### src/rtl/bpsk_pkg.sv
// bpsk_pkg -- constants and types shared by the BPSK modulator and demodulator.
// Holds the FSM state encoding, the default carrier/sample/word dimensions and
// the elaboration-time helper that builds the quarter-wave sine table.
package bpsk_pkg;

    localparam int DEF_SAMPLE_NUMBER = 256;
    localparam int DEF_SAMPLE_WIDTH  = 12;
    localparam int DEF_DATA_WIDTH    = 12;

    localparam real PI = 3.14159265358979323846;

    typedef enum logic {
        IDLE = 1'b0,
        TX   = 1'b1
    } state_t;

    // Magnitude of the first-quadrant sine entry i for an n-point period and a
    // w-bit offset-binary sample (amplitude 2^(w-1)-1, rounded to nearest).
    function automatic int quarter_sine(input int i, input int n, input int w);
        real amp;
        amp = real'((1 << (w - 1)) - 1);
        return $rtoi(amp * $sin(2.0 * PI * real'(i) / real'(n)) + 0.5);
    endfunction

endpackage

### src/rtl/bpsk_modulator_sine_lut.sv
// sine_lut -- registered carrier table for the BPSK modulator.
// Only the first quadrant is stored; the other three are folded from it by
// index mirroring and sign flipping about midscale. 'value' is the raw
// combinational lookup of idx, 'sine'/'neg_sine' are its registered forms.
module sine_lut
    import bpsk_pkg::*;
#(
    parameter  int SAMPLE_NUMBER = DEF_SAMPLE_NUMBER,
    parameter  int SAMPLE_WIDTH  = DEF_SAMPLE_WIDTH,
    localparam int CW            = $clog2(SAMPLE_NUMBER)
) (
    input  logic                    clk,
    input  logic                    rst,
    input  logic                    en,
    input  logic [CW-1:0]           idx,
    output logic [SAMPLE_WIDTH-1:0] value,
    output logic [SAMPLE_WIDTH-1:0] sine,
    output logic [SAMPLE_WIDTH-1:0] neg_sine
);

    localparam int QN = SAMPLE_NUMBER / 4;
    localparam logic [SAMPLE_WIDTH-1:0] MID = {1'b1, {(SAMPLE_WIDTH-1){1'b0}}};

    // NOTE: the table is a constant ROM, so it has no reset; only the output
    // registers below are reset.
    logic [SAMPLE_WIDTH-2:0] quarter [0:QN];

    for (genvar i = 0; i <= QN; i++) begin : g_quarter
        localparam logic [SAMPLE_WIDTH-2:0] QV =
            (SAMPLE_WIDTH-1)'(quarter_sine(i, SAMPLE_NUMBER, SAMPLE_WIDTH));
        assign quarter[i] = QV;
    end

    logic [1:0]      quad;
    logic [CW-3:0]   off;
    logic [CW-2:0]   q_idx;
    logic [SAMPLE_WIDTH-2:0] mag;

    // Fold the full-period index onto the stored quadrant and restore the sign.
    always_comb begin
        quad  = idx[CW-1:CW-2];
        off   = idx[CW-3:0];
        q_idx = quad[0] ? ((CW-1)'(QN) - {1'b0, off}) : {1'b0, off};
        mag   = quarter[q_idx];
        value = quad[1] ? (MID - {1'b0, mag}) : (MID + {1'b0, mag});
    end

    // Register the carrier and its complement on every enabled sample.
    always_ff @(posedge clk or negedge rst) begin
        // NOTE: sequential state uses non-blocking assignments so every
        // register samples the pre-edge values of its neighbours.
        if (!rst) begin
            sine     <= MID;
            neg_sine <= ~MID;
        end else if (en) begin
            sine     <= value;
            neg_sine <= ~value;
        end
    end

endmodule

### src/rtl/bpsk_modulator.sv
// bpsk_modulator -- serialises DATA_WIDTH-bit words LSB first onto a sine
// carrier, one carrier period of SAMPLE_NUMBER samples per bit. A '1' sends the
// carrier, a '0' sends its complement. Words are accepted through a
// valid/ready handshake that opens on the very last sample of a word, so
// consecutive words stream without a gap.
// Optional build macro: BPSK_DIFF_EN -- differential encoding, the transmitted
// bit is the data bit XOR the previously transmitted bit.
module bpsk_modulator
    import bpsk_pkg::*;
#(
    parameter  int SAMPLE_NUMBER = DEF_SAMPLE_NUMBER,
    parameter  int SAMPLE_WIDTH  = DEF_SAMPLE_WIDTH,
    parameter  int DATA_WIDTH    = DEF_DATA_WIDTH,
    localparam int CW            = $clog2(SAMPLE_NUMBER),
    localparam int BW            = $clog2(DATA_WIDTH)
) (
    input  logic                    clk,
    input  logic                    rst,
    input  logic                    en,
    input  logic [DATA_WIDTH-1:0]   data_in,
    input  logic                    data_valid,
    output logic                    data_ready,
    output logic [SAMPLE_WIDTH-1:0] signal_out,
    output logic [SAMPLE_WIDTH-1:0] sine_out,
    output logic [SAMPLE_WIDTH-1:0] neg_sine_out,
    output logic [CW-1:0]           cnt_out,
    output logic                    busy
);

    localparam logic [SAMPLE_WIDTH-1:0] MID = {1'b1, {(SAMPLE_WIDTH-1){1'b0}}};
    localparam logic [CW-1:0] CNT_LAST = CW'(SAMPLE_NUMBER - 1);
    localparam logic [BW-1:0] BIT_LAST = BW'(DATA_WIDTH - 1);

    state_t                  state, next_state;
    logic [CW-1:0]           cnt, next_cnt;
    logic [BW-1:0]           bit_idx, next_bit_idx;
    logic [DATA_WIDTH-1:0]   shreg, next_shreg;
    logic                    accept;
    logic                    tx_bit;
    logic [SAMPLE_WIDTH-1:0] lut_value;

    assign data_ready = (state == IDLE) ||
                        ((state == TX) && (cnt == CNT_LAST) && (bit_idx == BIT_LAST) && en);
    assign accept     = en && data_valid && data_ready;
    assign cnt_out    = cnt;
    assign busy       = (state == TX);

    // Next-state logic: accept a word, step through samples and bits, or retire.
    always_comb begin
        // NOTE: every output gets a default first so no path infers a latch.
        next_state   = state;
        next_cnt     = cnt;
        next_bit_idx = bit_idx;
        next_shreg   = shreg;
        if (accept) begin
            next_state   = TX;
            next_cnt     = '0;
            next_bit_idx = '0;
            next_shreg   = data_in;
        end else if (en && (state == TX)) begin
            if (cnt == CNT_LAST) begin
                next_cnt = '0;
                if (bit_idx == BIT_LAST) begin
                    next_state   = IDLE;
                    next_bit_idx = '0;
                end else begin
                    next_bit_idx = bit_idx + 1'b1;
                    next_shreg   = shreg >> 1;
                end
            end else begin
                next_cnt = cnt + 1'b1;
            end
        end
    end

`ifdef BPSK_DIFF_EN
    logic diff_bit, next_diff_bit, bit_start;

    assign bit_start     = accept || (en && (state == TX) && (cnt == CNT_LAST) && (bit_idx != BIT_LAST));
    assign next_diff_bit = bit_start ? (next_shreg[0] ^ diff_bit) : diff_bit;
    assign tx_bit        = next_diff_bit;

    // Remember the last transmitted bit; it carries over from word to word.
    always_ff @(posedge clk or negedge rst) begin
        if (!rst) begin
            diff_bit <= 1'b0;
        end else if (en) begin
            diff_bit <= next_diff_bit;
        end
    end
`else
    assign tx_bit = next_shreg[0];
`endif

    // The table is addressed with the next index so its registered output
    // lines up with cnt_out.
    sine_lut #(
        .SAMPLE_NUMBER (SAMPLE_NUMBER),
        .SAMPLE_WIDTH  (SAMPLE_WIDTH)
    ) u_sine_lut (
        .clk      (clk),
        .rst      (rst),
        .en       (en),
        .idx      (next_cnt),
        .value    (lut_value),
        .sine     (sine_out),
        .neg_sine (neg_sine_out)
    );

    // State registers and the modulated output sample, all frozen while en is low.
    always_ff @(posedge clk or negedge rst) begin
        if (!rst) begin
            state      <= IDLE;
            cnt        <= '0;
            bit_idx    <= '0;
            shreg      <= '0;
            signal_out <= MID;
        end else if (en) begin
            state      <= next_state;
            cnt        <= next_cnt;
            bit_idx    <= next_bit_idx;
            shreg      <= next_shreg;
            signal_out <= (next_state == TX) ? (tx_bit ? lut_value : ~lut_value) : MID;
        end
    end

endmodule

### config.mk
export PLATFORM = sky130hd
export DESIGN_NAME = bpsk_modulator
export DESIGN_NICKNAME = d
export VERILOG_FILES = /design/src/rtl/bpsk_pkg.sv /design/src/rtl/bpsk_modulator_sine_lut.sv /design/src/rtl/bpsk_modulator.sv
export SDC_FILE = /design/constraint.sdc
export NUM_CORES = 1
export LEC_CHECK = 0
export CAP_MARGIN = 10
export CORE_MARGIN = 1.5
export CORE_UTILIZATION = 52
export CTS_BUF_LIST = sky130_fd_sc_hd__clkbuf_8
export DETAILED_ROUTE_END_ITERATION = 8
export GPL_TIMING_DRIVEN = 0
export MAX_ROUTING_LAYER = met4
export PLACE_DENSITY = 0.89
export SLEW_MARGIN = 20
export SYNTH_ARGS = -nofsm -noshare
export SYNTH_HDL_FRONTEND = slang
export SYNTH_SLANG_ARGS = --single-unit
### constraint.sdc
create_clock -name clk -period 4.7 [get_ports clk]
set_input_delay 0.94 -clock clk [delete_from_list [all_inputs] [get_ports clk]]
set_output_delay 0.94 -clock clk [all_outputs]
set_load 0.01 [all_outputs]
==> reports/summary.txt <==
nets = 665
Placement Rows = 34
final worst path period share = 102%
critical path class = flop to flop
first-pass GRT wire length = 24,700 um
Synth top area share = 26.3%
fin worst setup slack = -0.110 ns
final core occ = 71.6%
Main synth FF type = dfrtp_1
total number of yosys warnings = 0
1st-iter DRT viols = 712
syn_area_per_cell = 8.63 sq um
Critical Path Fanout Max = 6
Hold Path End = u_sine_lut.neg_sine[3]$_DFFE_PN1P_
post-DR wirelength/cell = 22.0 um
asr flop ratio synth = 100%
die footprint = 0.00937 sq mm
via count = 5,110
Worst Path Required = 4.93 ns
Setup-failing EPs final = 9
crit path time final = 4.81 ns
CP peak stage delay = 0.42 ns
Post-Synthesis Cells = 530
Setup crit start kind = flop
relative slew slack = 22.8%
TritonCTS Sinks = 61
routed wire length = 16,400 um
Final Hold Vio Count = 0
worst hold path depth = 2
Crit-path slowest cell = dfrtp_2
setup_tns = -0.652 ns
Multi-input gate area = 0.00311 sq mm
Most Frequent Cell on Critical Path = ha_4
CTS clock-pin slew for the worst setup and hold paths = 0.09 ns
core area = 0.00864 sq mm
Seq/Total Area, Yosys = 33.7%
Power Dens Cells = 734 mW/mm^2
vias in the first global route = 4,796
fmax = 208 MHz
Port Buf Inserts = 61
CTS Buf Count = 9
Critical Path AT = 5.04 ns
r2r setup slk = -0.11 ns
reg2reg start = cnt_out[1]$_DFFE_PN0P_
status = finished with violations
Area Overhead vs Synth = 35.2%
largest net degree at the start of global routing = 62
Reg area = 0.00155 sq mm
Hold Path Class = flop to flop
Pre-Repair DR Iteration Count = 5
Slew Viols, Final = 0
grt ovf = 0
worst vdd ir = 0.000450 V
Setup crit end kind = flop
Ports = 62
Clock Skew = 0.0167 ns
initial core utilization = 53.0%
Worst-Skew Late Latency = 0.36 ns
post-route ant nets = 0
initial antenna violation count = 0
# DRC = 0
Tot Pwr = 4.54 mW
clock tree buffer depth = 2
cell taking the most area after synthesis = dfrtp_1
Max-Cap Viols = 0
total inserted antenna cells = 0
worst path cell trace = ha_4, nand3_4, o31ai_4, nand2_4, clkbuf_16, and2_4, inv_2, ha_4, nor2b_2, a32oi_2, nand3_2, inv_4, mux2_2, o211ai_1, a21boi_2, o211a_1, ha_4, nand2_1, nor2_1, nand4_1, o21ai_1, xnor2_1, mux2_2
RR Endpoint = u_sine_lut.sine[10]$_DFFE_PN0P_
post-DP HPWL = 10,400 um
flops & latches, synth = 61
filler instances = 566
Leak = 2.60 nW
placer's final routability congestion estimate = 0.950
Die X = 96.8 um
Worst R2R Path Depth = 23
hold_sp = u_sine_lut.neg_sine[3]$_DFFE_PN1P_
share of cells above drive strength 1 = 26.6%
failing checks = setup timing
TritonCTS clock tree = built
H-tree depth = 3
EDFF count, synth = 0
die extent in y = 96.8 um
unique cell type count in the Yosys netlist = 75
worst-margin pin slew = 1.16 ns
overall global routing resource usage = 33.4%
vias per inst = 6.85
total nets after synthesis = 562
Post-Place Worst Slack = -1.57 ns
CTS root buf = clkbuf_8
synth top area cells = dfrtp_1, dfstp_2, xnor2_1, ha_1, o21ai_0
synthesized area = 0.00457 sq mm
cell type report:
type	count	share of cell area, %
tap	108	2.18
inverter	40	2.51
sequential	61	25.0
clock inverter	7	1.46
buffer	26	2.47
timing repair buffer	97	14.1
multi-input combinational	398	50.3
clock buffer	9	2.00
cell usage after synthesis, drive strengths merged, types with 3 or more instances:
cell type	instances
o211a	3
xnor2	24
nor4	3
xor2	6
buf	12
o22ai	13
a32oi	4
o211ai	9
o31ai	3
nand2b	4
a211o	5
a31oi	7
and3	4
nand3	18
a21boi	3
mux2i	7
a32o	3
a2111oi	4
dfrtp	48
a21o	3
clkbuf	19
mux2	11
and2	6
nand2	42
nor3	12
o21a	8
dfstp	13
o41ai	4
a222oi	11
nand4b	3
nand4	10
inv	39
o311ai	3
a311oi	3
a21oi	36
ha	16
o21ai	41
nor2	37
what timing repair did:
item | CTS | global route
buffers inserted | 15 | 21
hold buffers | 0 | 0
endpoints found under the setup margin | 36 | 32
resized for setup | 65 | 35
pin swaps | 14 | 19
cloned | 0 | 0
per-layer routing:
metal  wire [um]  global-route usage (%)
met1        6400                    42.9
met2        7670                    52.4
met3        1680                    5.27
met4         661                    15.1
met5           0                       -
sequential cells by signal, summed over array words and instances (netlist names):
register / cells
u_sine_lut.sine: 12
signal_out: 12
busy: 1
u_sine_lut.neg_sine: 12
cnt_out: 8
shreg: 12
bit_idx: 4
logic make-up after synthesis:
family	Yosys count	synth area share, %
AND/OR/NAND/NOR	150	16.4
buffers and inverters	71	6.21
adder cells (fa/ha/maj)	16	4.38
XOR/XNOR	31	6.24
flip-flops	61	33.7
multiplexers	19	4.98
AO/OA/AOI/OAI	182	28.1
stage by stage:
step / instance area (sq um) / hold slack, ns / instances
detailed placement: 5350 / 0.465 / 699
CTS: 5890 / 0.478 / 726
floorplan: 4610 / 0.456 / 530
global route: 6180 / 0.498 / 746
finish: 6180 / 0.476 / 746
global placement: 5350 / 0.461 / 699
report_power, final:
part           internal [mW]  switching, mW  leakage (nW)  total, mW
registers              0.763          0.139         0.732      0.902
clock network          0.296          0.228         0.111      0.524
logic                   1.38           1.73          1.76       3.11
total                   2.44           2.10          2.60       4.54
how the worst max path moves through the flow:
stage / from / to / slack (ns) / cells past startpoint
6_report: cnt_out[1]$_DFFE_PN0P_ / u_sine_lut.sine[10]$_DFFE_PN0P_ / -0.11 / 23
3_3_place_gp: en / u_sine_lut.sine[9]$_DFFE_PN0P_ / -1.50 / 19
3_5_place_dp: en / u_sine_lut.sine[9]$_DFFE_PN0P_ / -1.57 / 19
5_1_grt: cnt_out[1]$_DFFE_PN0P_ / u_sine_lut.sine[10]$_DFFE_PN0P_ / -0.16 / 23
2_1_floorplan: en / u_sine_lut.sine[10]$_DFFE_PN0P_ / 0.02 / 22
4_1_cts: bit_idx[0]$_DFFE_PN0P_ / u_sine_lut.sine[9]$_DFFE_PN0P_ / 0.002 / 20
placed cells by master, fill, tap and decap left out, drive strengths merged, types with 4 or more instances in the layout:
cell type	n
clkdlybuf4s50	58
buf	49
dfrtp	48
nand2	42
inv	41
o21ai	41
nor2	37
a21oi	36
xnor2	24
clkbuf	24
nand3	18
ha	16
o22ai	13
dfstp	13
nor3	12
a222oi	11
mux2	11
nand4	10
o211ai	9
o21a	8
a31oi	7
mux2i	7
xor2	6
and2	6
a211o	5
nand2b	4
a32oi	4
and3	4
a2111oi	4
o41ai	4
worst max-delay path, delay by kind of cell (launching register included):
family	cells	cell delay, ns
compound gates	6	1.54
xor+xnor	1	0.13
fa+ha+maj	3	0.54
buf+inv	3	0.37
flops	1	0.42
mux	2	0.63
simple gates	8	1.04
Power figures use the tool's default switching activity.
